## config.mk

```make
export PLATFORM = sky130hd
export DESIGN_NAME = main_memory_responder_flat
export DESIGN_NICKNAME = d
export VERILOG_FILES = /design/src/rtl/main_memory_responder_if.sv /design/src/rtl/main_memory_responder.sv /design/src/flat_wrapper.sv
export SDC_FILE = /design/constraint.sdc
export NUM_CORES = 2
export LEC_CHECK = 0
export ABC_AREA = 1
export CAP_MARGIN = 25
export CORE_AREA = 2 2 414 416
export CTS_BUF_LIST = sky130_fd_sc_hd__clkbuf_8
export DETAILED_ROUTE_END_ITERATION = 12
export DIE_AREA = 0 0 416 418
export PLACE_DENSITY = 0.74
export SYNTH_ARGS = -nofsm -noshare
export SYNTH_HDL_FRONTEND = slang
export SYNTH_SLANG_ARGS = --single-unit
```

## constraint.sdc

```tcl
create_clock -name clk -period 2.5 [get_ports clk]
set_input_delay 0.375 -clock clk [delete_from_list [all_inputs] [get_ports clk]]
set_output_delay 0.375 -clock clk [all_outputs]
set_load 0.005 [all_outputs]
```

## src/rtl/main_memory_responder_if.sv

```systemverilog
// -----------------------------------------------------------------------------
// main_memory_responder_if
//   Backing-store bus between a cache controller (master) and the
//   main-memory responder (slave).
//
//   Signals
//     RAMreadEnable   master->slave  read request, held until dataReady seen
//     RAMwriteEnable  master->slave  single-cycle write strobe
//     addr            master->slave  word address
//     dataIn          master->slave  write data, valid with RAMwriteEnable
//     dataOut         slave->master  registered read data
//     dataReady       slave->master  one-cycle read-completion pulse
//     busy            slave->master  read in progress
//     protocolErr     slave->master  sticky protocol-violation flag
// -----------------------------------------------------------------------------
interface main_memory_responder_if #(
  parameter int ramWidth = 8,
  parameter int addrSize = 8
) ();

  logic                RAMreadEnable;
  logic                RAMwriteEnable;
  logic [addrSize-1:0] addr;
  logic [ramWidth-1:0] dataIn;
  logic [ramWidth-1:0] dataOut;
  logic                dataReady;
  logic                busy;
  logic                protocolErr;

  modport master (
    output RAMreadEnable,
    output RAMwriteEnable,
    output addr,
    output dataIn,
    input  dataOut,
    input  dataReady,
    input  busy,
    input  protocolErr
  );

  modport slave (
    input  RAMreadEnable,
    input  RAMwriteEnable,
    input  addr,
    input  dataIn,
    output dataOut,
    output dataReady,
    output busy,
    output protocolErr
  );

endinterface

```

## src/rtl/main_memory_responder.sv

```systemverilog
// -----------------------------------------------------------------------------
// main_memory_responder
//   RAM-side responder for the cache controller's backing store. Models a slow
//   DRAM-like array: writes complete in the cycle they are strobed, reads
//   complete after a fixed number of clock edges with a one-cycle dataReady
//   pulse.
//
//   Parameters
//     ramWidth     data word width in bits
//     addrSize     address width; array depth is 2**addrSize words
//     readLatency  edges from read capture to dataReady rise, 1..255
//
//   Ports
//     clk    system clock, all state updates on the rising edge
//     rst_n  asynchronous active-low reset (array contents are kept)
//     bus    slave side of main_memory_responder_if
//
//   Read timing (readLatency = L)
//     E0        request captured in IDLE, counter loaded with L-1
//     E1..EL-1  counter counts down in WAIT
//     EL        counter is zero: dataOut loaded, dataReady set, go DONE
//     EL+1      dataReady cleared, back to IDLE
//   busy is therefore high for L+1 cycles per read.
//
//   Protocol errors (sticky until reset)
//     - both enables high in IDLE: the write wins, the read is retried
//       next cycle if the initiator still holds it
//     - a write while a read is in flight: the write is dropped
// -----------------------------------------------------------------------------
module main_memory_responder #(
  parameter int ramWidth    = 8,
  parameter int addrSize    = 8,
  parameter int readLatency = 3
) (
  input  logic clk,
  input  logic rst_n,
  main_memory_responder_if.slave bus
);

  localparam int DEPTH = 2 ** addrSize;

  // One-hot state encoding.
  localparam logic [2:0] S_IDLE = 3'b001;
  localparam logic [2:0] S_WAIT = 3'b010;
  localparam logic [2:0] S_DONE = 3'b100;

  // Value loaded into the countdown on capture. The WAIT state spends one
  // edge per count plus the edge that sees zero, giving exactly readLatency
  // edges from capture to dataReady.
  localparam logic [7:0] LAT_LOAD = 8'(readLatency - 1);

  // ---------------------------------------------------------------------------
  // State
  // ---------------------------------------------------------------------------
  logic [2:0]          r_state;
  logic [7:0]          r_cnt;
  logic [addrSize-1:0] r_rd_addr;
  logic [ramWidth-1:0] r_data_out;
  logic                r_data_ready;
  logic                r_proto_err;

  logic [ramWidth-1:0] r_mem [DEPTH];

  // ---------------------------------------------------------------------------
  // Request decode
  // ---------------------------------------------------------------------------
  logic w_idle;
  logic w_busy;
  logic w_write_accept;
  logic w_read_start;
  logic w_proto_err;

  assign w_idle = r_state[0];
  assign w_busy = r_state[1] | r_state[2];

  // Writes land only in IDLE; in WAIT/DONE they are discarded.
  assign w_write_accept = bus.RAMwriteEnable & w_idle;

  // A write in the same cycle takes priority over a read request.
  assign w_read_start = bus.RAMreadEnable & ~bus.RAMwriteEnable & w_idle;

  // Either a write colliding with a read request in IDLE, or any write
  // while a read is outstanding.
  assign w_proto_err = bus.RAMwriteEnable & (bus.RAMreadEnable | w_busy);

  // ---------------------------------------------------------------------------
  // Storage array
  // ---------------------------------------------------------------------------
  // NOTE: the array has no reset branch; clearing it would turn the RAM into
  // a huge flop bank, and the contents must survive rst_n anyway.
  always_ff @(posedge clk) begin
    if (w_write_accept) begin
      r_mem[bus.addr] <= bus.dataIn;
    end
  end

  // ---------------------------------------------------------------------------
  // Read sequencer
  // ---------------------------------------------------------------------------
  // NOTE: every register below is assigned with <= so all of them see the
  // pre-edge values of each other, exactly like the flops they become.
  always_ff @(posedge clk or negedge rst_n) begin
    if (!rst_n) begin
      r_state      <= S_IDLE;
      r_cnt        <= '0;
      r_rd_addr    <= '0;
      r_data_out   <= '0;
      r_data_ready <= 1'b0;
      r_proto_err  <= 1'b0;
    end else begin
      // dataReady is a single-cycle pulse; only the WAIT->DONE edge sets it.
      r_data_ready <= 1'b0;

      if (w_proto_err) begin
        r_proto_err <= 1'b1;
      end

      case (r_state)
        S_IDLE: begin
          if (w_read_start) begin
            r_rd_addr <= bus.addr;
            r_cnt     <= LAT_LOAD;
            r_state   <= S_WAIT;
          end
        end

        S_WAIT: begin
          // The address is frozen in r_rd_addr; bus.addr may wander freely
          // and a dropped RAMreadEnable does not cancel the access.
          if (r_cnt != 8'd0) begin
            r_cnt <= r_cnt - 8'd1;
          end else begin
            r_data_out   <= r_mem[r_rd_addr];
            r_data_ready <= 1'b1;
            r_state      <= S_DONE;
          end
        end

        S_DONE: begin
          // A request still held here is not captured; it is picked up on
          // the next edge once back in IDLE.
          r_state <= S_IDLE;
        end

        default: begin
          r_state <= S_IDLE;
        end
      endcase
    end
  end

  // ---------------------------------------------------------------------------
  // Outputs
  // ---------------------------------------------------------------------------
  assign bus.dataOut     = r_data_out;
  assign bus.dataReady   = r_data_ready;
  assign bus.busy        = w_busy;
  assign bus.protocolErr = r_proto_err;

  // ---------------------------------------------------------------------------
  // Structural invariants
  // ---------------------------------------------------------------------------
  a_state_onehot : assert property (
    @(posedge clk) disable iff (!rst_n) $onehot(r_state)
  );

  // The pulse register and the DONE state move in lockstep.
  a_ready_in_done : assert property (
    @(posedge clk) disable iff (!rst_n) r_data_ready == r_state[2]
  );

endmodule

```

## src/flat_wrapper.sv

```systemverilog
// flat-port wrapper written by rule: the top's interface ports become plain ports
module main_memory_responder_flat 
#(
  parameter int ramWidth    = 8,
  parameter int addrSize    = 8,
  parameter int readLatency = 3
)
  (clk, rst_n, bus_RAMreadEnable, bus_RAMwriteEnable, bus_addr, bus_dataIn, bus_dataOut, bus_dataReady, bus_busy, bus_protocolErr);
  main_memory_responder_if #(.ramWidth(ramWidth), .addrSize(addrSize)) bus_i ();
  input  logic clk;
  input  logic rst_n;
  input wire logic [$bits(bus_i.RAMreadEnable)-1:0] bus_RAMreadEnable;
  input wire logic [$bits(bus_i.RAMwriteEnable)-1:0] bus_RAMwriteEnable;
  input wire logic [$bits(bus_i.addr)-1:0] bus_addr;
  input wire logic [$bits(bus_i.dataIn)-1:0] bus_dataIn;
  output wire logic [$bits(bus_i.dataOut)-1:0] bus_dataOut;
  output wire logic [$bits(bus_i.dataReady)-1:0] bus_dataReady;
  output wire logic [$bits(bus_i.busy)-1:0] bus_busy;
  output wire logic [$bits(bus_i.protocolErr)-1:0] bus_protocolErr;
  assign bus_i.RAMreadEnable = bus_RAMreadEnable;
  assign bus_i.RAMwriteEnable = bus_RAMwriteEnable;
  assign bus_i.addr = bus_addr;
  assign bus_i.dataIn = bus_dataIn;
  assign bus_dataOut = bus_i.dataOut;
  assign bus_dataReady = bus_i.dataReady;
  assign bus_busy = bus_i.busy;
  assign bus_protocolErr = bus_i.protocolErr;
  main_memory_responder #(.ramWidth(ramWidth), .addrSize(addrSize), .readLatency(readLatency)) u_core (.clk(clk), .rst_n(rst_n), .bus(bus_i));
endmodule
```

Yosys cells after proc, flatten, opt, wreduce, memory -nomap -nowiden:

Memory sizes are Yosys's and may differ from the RTL's. A register that Yosys moved wholly into a read port is not among the register bits.
Cells that the tools add are included.

* reduce and logical (&&, ||, !) cells: 7
* bitwise gates (word level): 8
* multiplexer cells: 10
* add/subtract/negate cells: 1
* eq/ne operators: 5

Operator list (number)
* 8-bit 2-to-1 mux: 2
* 8-bit one-hot mux with 2 select lines: 1
* 8-bit nonzero test: 1
* 8-bit by 1-bit subtractor with 8-bit output (second input constant): 1
* 3-bit 2-to-1 mux: 2
* 3-bit one-hot mux with 2 select lines: 1
* 2-bit AND reduction: 3
* 1-bit AND: 4
* 1-bit 2-to-1 mux: 4
* 2-bit by 1-bit != test with 1-bit output (second input constant): 2
* 3-bit by 1-bit == test with 1-bit output (second input constant): 1
* 3-bit by 2-bit == test with 1-bit output (second input constant): 1
* 3-bit AND reduction: 1
* 2-bit != test (second input constant): 1
* 1-bit NOT: 2
* 1-bit bitwise OR: 2
* 2-bit nonzero test: 1
* 1-bit logical NOT: 1

* memories: 1
* word-level logic and storage cells: 37
* register bits after elaboration: 21
* bits in writable memories: 2048
* output and inout bits: 11
* input port bits: 20

Memory list
* u_core.r_mem: words 256, width 8, read ports 1, clocked after memory_dff 1, write ports 1, RTL line main_memory_responder.sv:62 `logic [ramWidth-1:0] r_mem [DEPTH];`

Longest topological paths before layout:

* depth in word-level cells: 5
* gate-level depth with buffers: 15
* gate-level depth less buffers: 11

Worst setup path after synthesis:

Ideal clock, no wire load.

* path type: reg2reg
* start: register u_core.r_state[0]
* end: memory u_core.r_mem[197][0], enable pin
* library setup time: 370 ps
* clock period less this slack: 2125 ps
* path slack: 375 ps
* data required time: 2130 ps
* path buffers: 2
* data arrival time: 1755 ps
* stages on the path, launching flop included: 7
* path through: dfstp_2 > nand2_1 > inv_1 > clkbuf_1 > nand3_1 > clkbuf_1 > nor2_1

* word-level cells in the longest chain between the ends: 3

Ends and longest elaborated chain
* start, declared: RTL line main_memory_responder.sv:55 `logic [2:0] r_state;`
* start signal, assigned: RTL line main_memory_responder.sv:104 `r_state <= S_IDLE;`
* start signal, assigned: RTL line main_memory_responder.sv:123 `r_state <= S_WAIT;`
* start signal, assigned: RTL line main_memory_responder.sv:135 `r_state <= S_DONE;`
* 1-bit AND: RTL line main_memory_responder.sv:77 `assign w_write_accept = bus.RAMwriteEnable & w_idle;`
* 1-bit 2-to-1 mux: RTL line main_memory_responder.sv:92 `if (w_write_accept) begin`
* 1-bit 2-to-1 mux (implied by the code): RTL line main_memory_responder.sv:93 `r_mem[bus.addr] <= bus.dataIn;`
* end, declared: RTL line main_memory_responder.sv:62

No other way between the ends.

==> flow_summary.json <==
{
  "syn_inst": 7107,
  "synth_area_leaders": "edfxtp_1 (73%), nand3_1 (12%), nand2_1 (9.4%)",
  "worst_pin_slew_ns": 1.11,
  "syn2layout_area_growth_pct": 17.9,
  "synthXorXnorAreaFrac": 0,
  "first_pass_iters": 8,
  "wirelength_mm": 240,
  "dr_total_vias": 60000,
  "max-slew-margin-rel": 0.258,
  "regToRegStartpoint": "u_core.r_rd_addr[0]$_DFFE_PN0P_",
  "synthSimpleGateAreaFrac": 0.229,
  "drive_above_1_share": 0.158,
  "yosys_register_bits": 2077,
  "row_count": 151,
  "clk_pin_slew_worst_paths_ns": 0.07,
  "syn_area_per_cell_um2": 11.9,
  "fillCellCount": 12700,
  "netlist.top_cell.by_area": "edfxtp_1",
  "io_buffers": 30,
  "ios": 31,
  "clockBufferDepth": 4,
  "ant_nets": 0,
  "finalCritPeriodShare": 1.03,
  "core_um2": 169000,
  "worst_slack_ns": -0.0634,
  "antenna_found_initial": 7,
  "finalHoldViolations": 0,
  "clockRootBuffer": "clkbuf_8",
  "overflow": 0,
  "hp-class": "in2reg",
  "critical_path.cell_chain": "buf_12, buf_8, buf_4, buf_12, nand2_1, nand3_1, nand3_2, nand3_2, nand3_2, nand3_2, buf_4, nand3_2, nand3_4, nand3_2, nand2_1",
  "ys_types": 25,
  "violations": "negative setup slack",
  "endpoint_kind": "flop",
  "syn-num-nets": 7129,
  "wl_per_cell_um": 23.8,
  "ys_warn_count": 0,
  "maxSlewViolCount": 0,
  "cp.required_ns": 3.40,
  "critPathMaxFanout": 31,
  "synth_common_cells": "nand2_1 (2,114), edfxtp_1 (2,048), nand3_1 (2,047)",
  "cp_slowest_cell": "dfrtp_4",
  "clock_sinks": 2077,
  "design_area_um2": 99500,
  "cts_buffers": 337,
  "fin_crit_ns": 2.56,
  "synth-compound-area-share": 0.00133,
  "reg2reg_depth": 15,
  "critPathTopFamily": "simple AND/OR/NAND/NOR gates",
  "status": "finished with violations",
  "synthAdderAreaFrac": 0.000297,
  "multi_input_area_um2": 20500,
  "finClkSkew_ns": 0.0767,
  "drv_cap": 0,
  "hold_end": "u_core.r_rd_addr[4]$_DFFE_PN0P_",
  "setup.worst_path.start_class": "flop",
  "synth.most_common_cell": "nand2_1",
  "synth_mux_area_frac": 0,
  "synth_top_family_by_area": "simple AND/OR/NAND/NOR gates",
  "synth_ff_type": "edfxtp_1",
  "cp_data_arrival_time_ns": 3.47,
  "rsz0062_at_grt": "yes",
  "seq_area_um2": 62300,
  "setup_violations": 8,
  "power.density_nw_per_um2": 1060,
  "grt_max_degree": 93,
  "die_w_um": 416,
  "cpMostUsedCell": "nand3_2",
  "gp_routability_congestion": 0.916,
  "max_clock_freq_mhz": 390,
  "criticalPathCategory": "reg2reg",
  "htree_num_levels": 5,
  "rrSetupSlack_ns": -0.06,
  "hold_depth": 3,
  "worstHoldStart": "bus_addr[4]",
  "grt_pass1_vias": 57300,
  "initial_core_util": 0.499,
  "grt_pass1_wl_mm": 343,
  "hpwl_mm": 135,
  "die-area_um2": 174000,
  "finalPower_w": 0.106,
  "synth_edf_count": 2048,
  "place_area_um2": 91000,
  "grt_usage": 0.261,
  "die_h_um": 418,
  "drt-initial-drc-count": 9331,
  "insertion_delay_ns": 1.05,
  "drc": 0,
  "r2r_end": "u_core.bus.dataOut[1]$_DFFE_PN0P_",
  "peakVddDrop_mv": 1.05,
  "critPathBufInv": 5,
  "p_leak_nw": 36.2,
  "slowest_delay_ns": 0.53,
  "async_flop_share": 0.0140,
  "cts_tree": "done",
  "nets": 7678,
  "syn_area_um2": 84400,
  "netlist.area_leader.share": 0.729,
  "yosysSeqAreaShare": 0.737,
  "viasPerCell": 5.94
}
## repair_timing
item	4_1_cts	5_1_grt
cloned	9	33
endpoints found under the setup margin	18	8
hold endpoints to repair	1162	0
resized for setup	86	180
hold buffers	15	0
pin swaps	2	41
buffers inserted	4	25
## layout make-up
class | instances | area share
Clock inverter | 222 | 0.00945
Timing Repair Buffer | 695 | 0.0806
Clock buffer | 345 | 0.0477
Inverter | 57 | 0.00269
Antenna cell | 5 | 0.000126
Timing Repair inverter | 2 | 0.000201
Tap cell | 2218 | 0.0279
Sequential cell | 2077 | 0.626
Multi-Input combinational cell | 4486 | 0.206
## worst reg2reg max path, cell delays in order (launching register included)
cell     delay (ns)
dfrtp_4        0.53
buf_12         0.18
buf_8          0.17
buf_4          0.16
buf_12         0.16
nand2_1        0.08
nand3_1        0.10
nand3_2        0.10
nand3_2        0.12
nand3_2        0.12
nand3_2        0.09
buf_4          0.15
nand3_2        0.14
nand3_4        0.11
nand3_2        0.10
nand2_1        0.10
## flip-flops by register name (all words and copies together), names as in the netlist
name	flops
u_core.bus.dataOut	8
u_core.bus.dataReady	1
u_core.bus.protocolErr	1
u_core.r_cnt	8
u_core.r_mem	2048
u_core.r_rd_addr	8
u_core.r_state	3
## through the flow
| step | setup WS [ns] | util | hold WS (ns) | instances | setup TNS [ns] |
|---|---|---|---|---|---|
| after floorplan | 0.375 | - | 0.0794 | 7107 | 0 |
| after global placement | -0.275 | 0.538 | 0.454 | 9450 | -2.17 |
| after detailed placement | -0.247 | 0.538 | 0.461 | 9450 | -2.00 |
| after CTS | -0.00887 | 0.577 | 0.000172 | 10000 | -0.0137 |
| after global routing | -0.0911 | 0.589 | 0.0876 | 10100 | -0.444 |
| final | -0.0634 | 0.589 | 0.0573 | 10100 | -0.199 |
## kinds of logic (layout without fill, tap and decap cells)
family                     count (synthesis)  count (layout)
DFF                                     2077            2077
AOI/OAI and AO/OA                         21              21
adders and majority gates                  2               2
and+or+nand+nor                         4463            4463
buffers and inverters                    544            1321
other                                      0               5
## report_power, final
group,internal (W),total [W],switching [W],leakage [nW]
Sequential,0.0385,0.0389,0.000405,18.8
Clock,0.0128,0.0258,0.0130,3.35
Combinational,0.0141,0.0410,0.0269,14.1
## placed cells by master (no fill, tap or decap), types with 2 or more instances in the layout
| cell type | count |
|---|---|
| dfrtp_4 | 4 |
| clkinv_1 | 61 |
| buf_12 | 104 |
| bufbuf_16 | 4 |
| dfrtp_1 | 14 |
| a21oi_1 | 5 |
| diode_2 | 5 |
| clkbuf_16 | 30 |
| nor2_1 | 293 |
| nor3b_1 | 2 |
| buf_6 | 17 |
| clkdlybuf4s50_1 | 16 |
| o21ai_0 | 12 |
| nand3_4 | 24 |
| ha_1 | 2 |
| buf_8 | 12 |
| nand3_2 | 142 |
| nand2_1 | 2113 |
| buf_16 | 32 |
| clkinv_2 | 41 |
| inv_12 | 2 |
| a31oi_1 | 2 |
| edfxtp_1 | 2048 |
| dfrtp_2 | 10 |
| clkbuf_8 | 345 |
| nor3_1 | 4 |
| nand3_1 | 1881 |
| inv_1 | 163 |
| buf_4 | 460 |
| clkinvlp_4 | 8 |
| dlygate4sd2_1 | 5 |
| dlygate4sd3_1 | 14 |
## worst max-delay path by stage
stage                                             end  cells past startpoint  slack [ns]                             from
finish              u_core.bus.dataOut[1]$_DFFE_PN0P_                     15       -0.06  u_core.r_rd_addr[0]$_DFFE_PN0P_
global route        u_core.bus.dataOut[3]$_DFFE_PN0P_                     14       -0.09  u_core.r_rd_addr[0]$_DFFE_PN0P_
CTS                 u_core.bus.dataOut[5]$_DFFE_PN0P_                     13      -0.009  u_core.r_rd_addr[0]$_DFFE_PN0P_
detailed placement  u_core.bus.dataOut[5]$_DFFE_PN0P_                     11       -0.25  u_core.r_rd_addr[1]$_DFFE_PN0P_
global placement    u_core.bus.dataOut[5]$_DFFE_PN0P_                     11       -0.28  u_core.r_rd_addr[1]$_DFFE_PN0P_
floorplan              u_core.r_mem[197][0]$_DFFE_PP_                      6        0.38    u_core.r_state[0]$_DFFE_PN1P_
## metal layers
metal | part of all wire | global-route usage
met5 | 0.000042 | 0
met4 | 0.051 | 0.126
met3 | 0.12 | 0.0549
met2 | 0.47 | 0.416
met1 | 0.36 | 0.342
(Power assumes the default switching activity.)
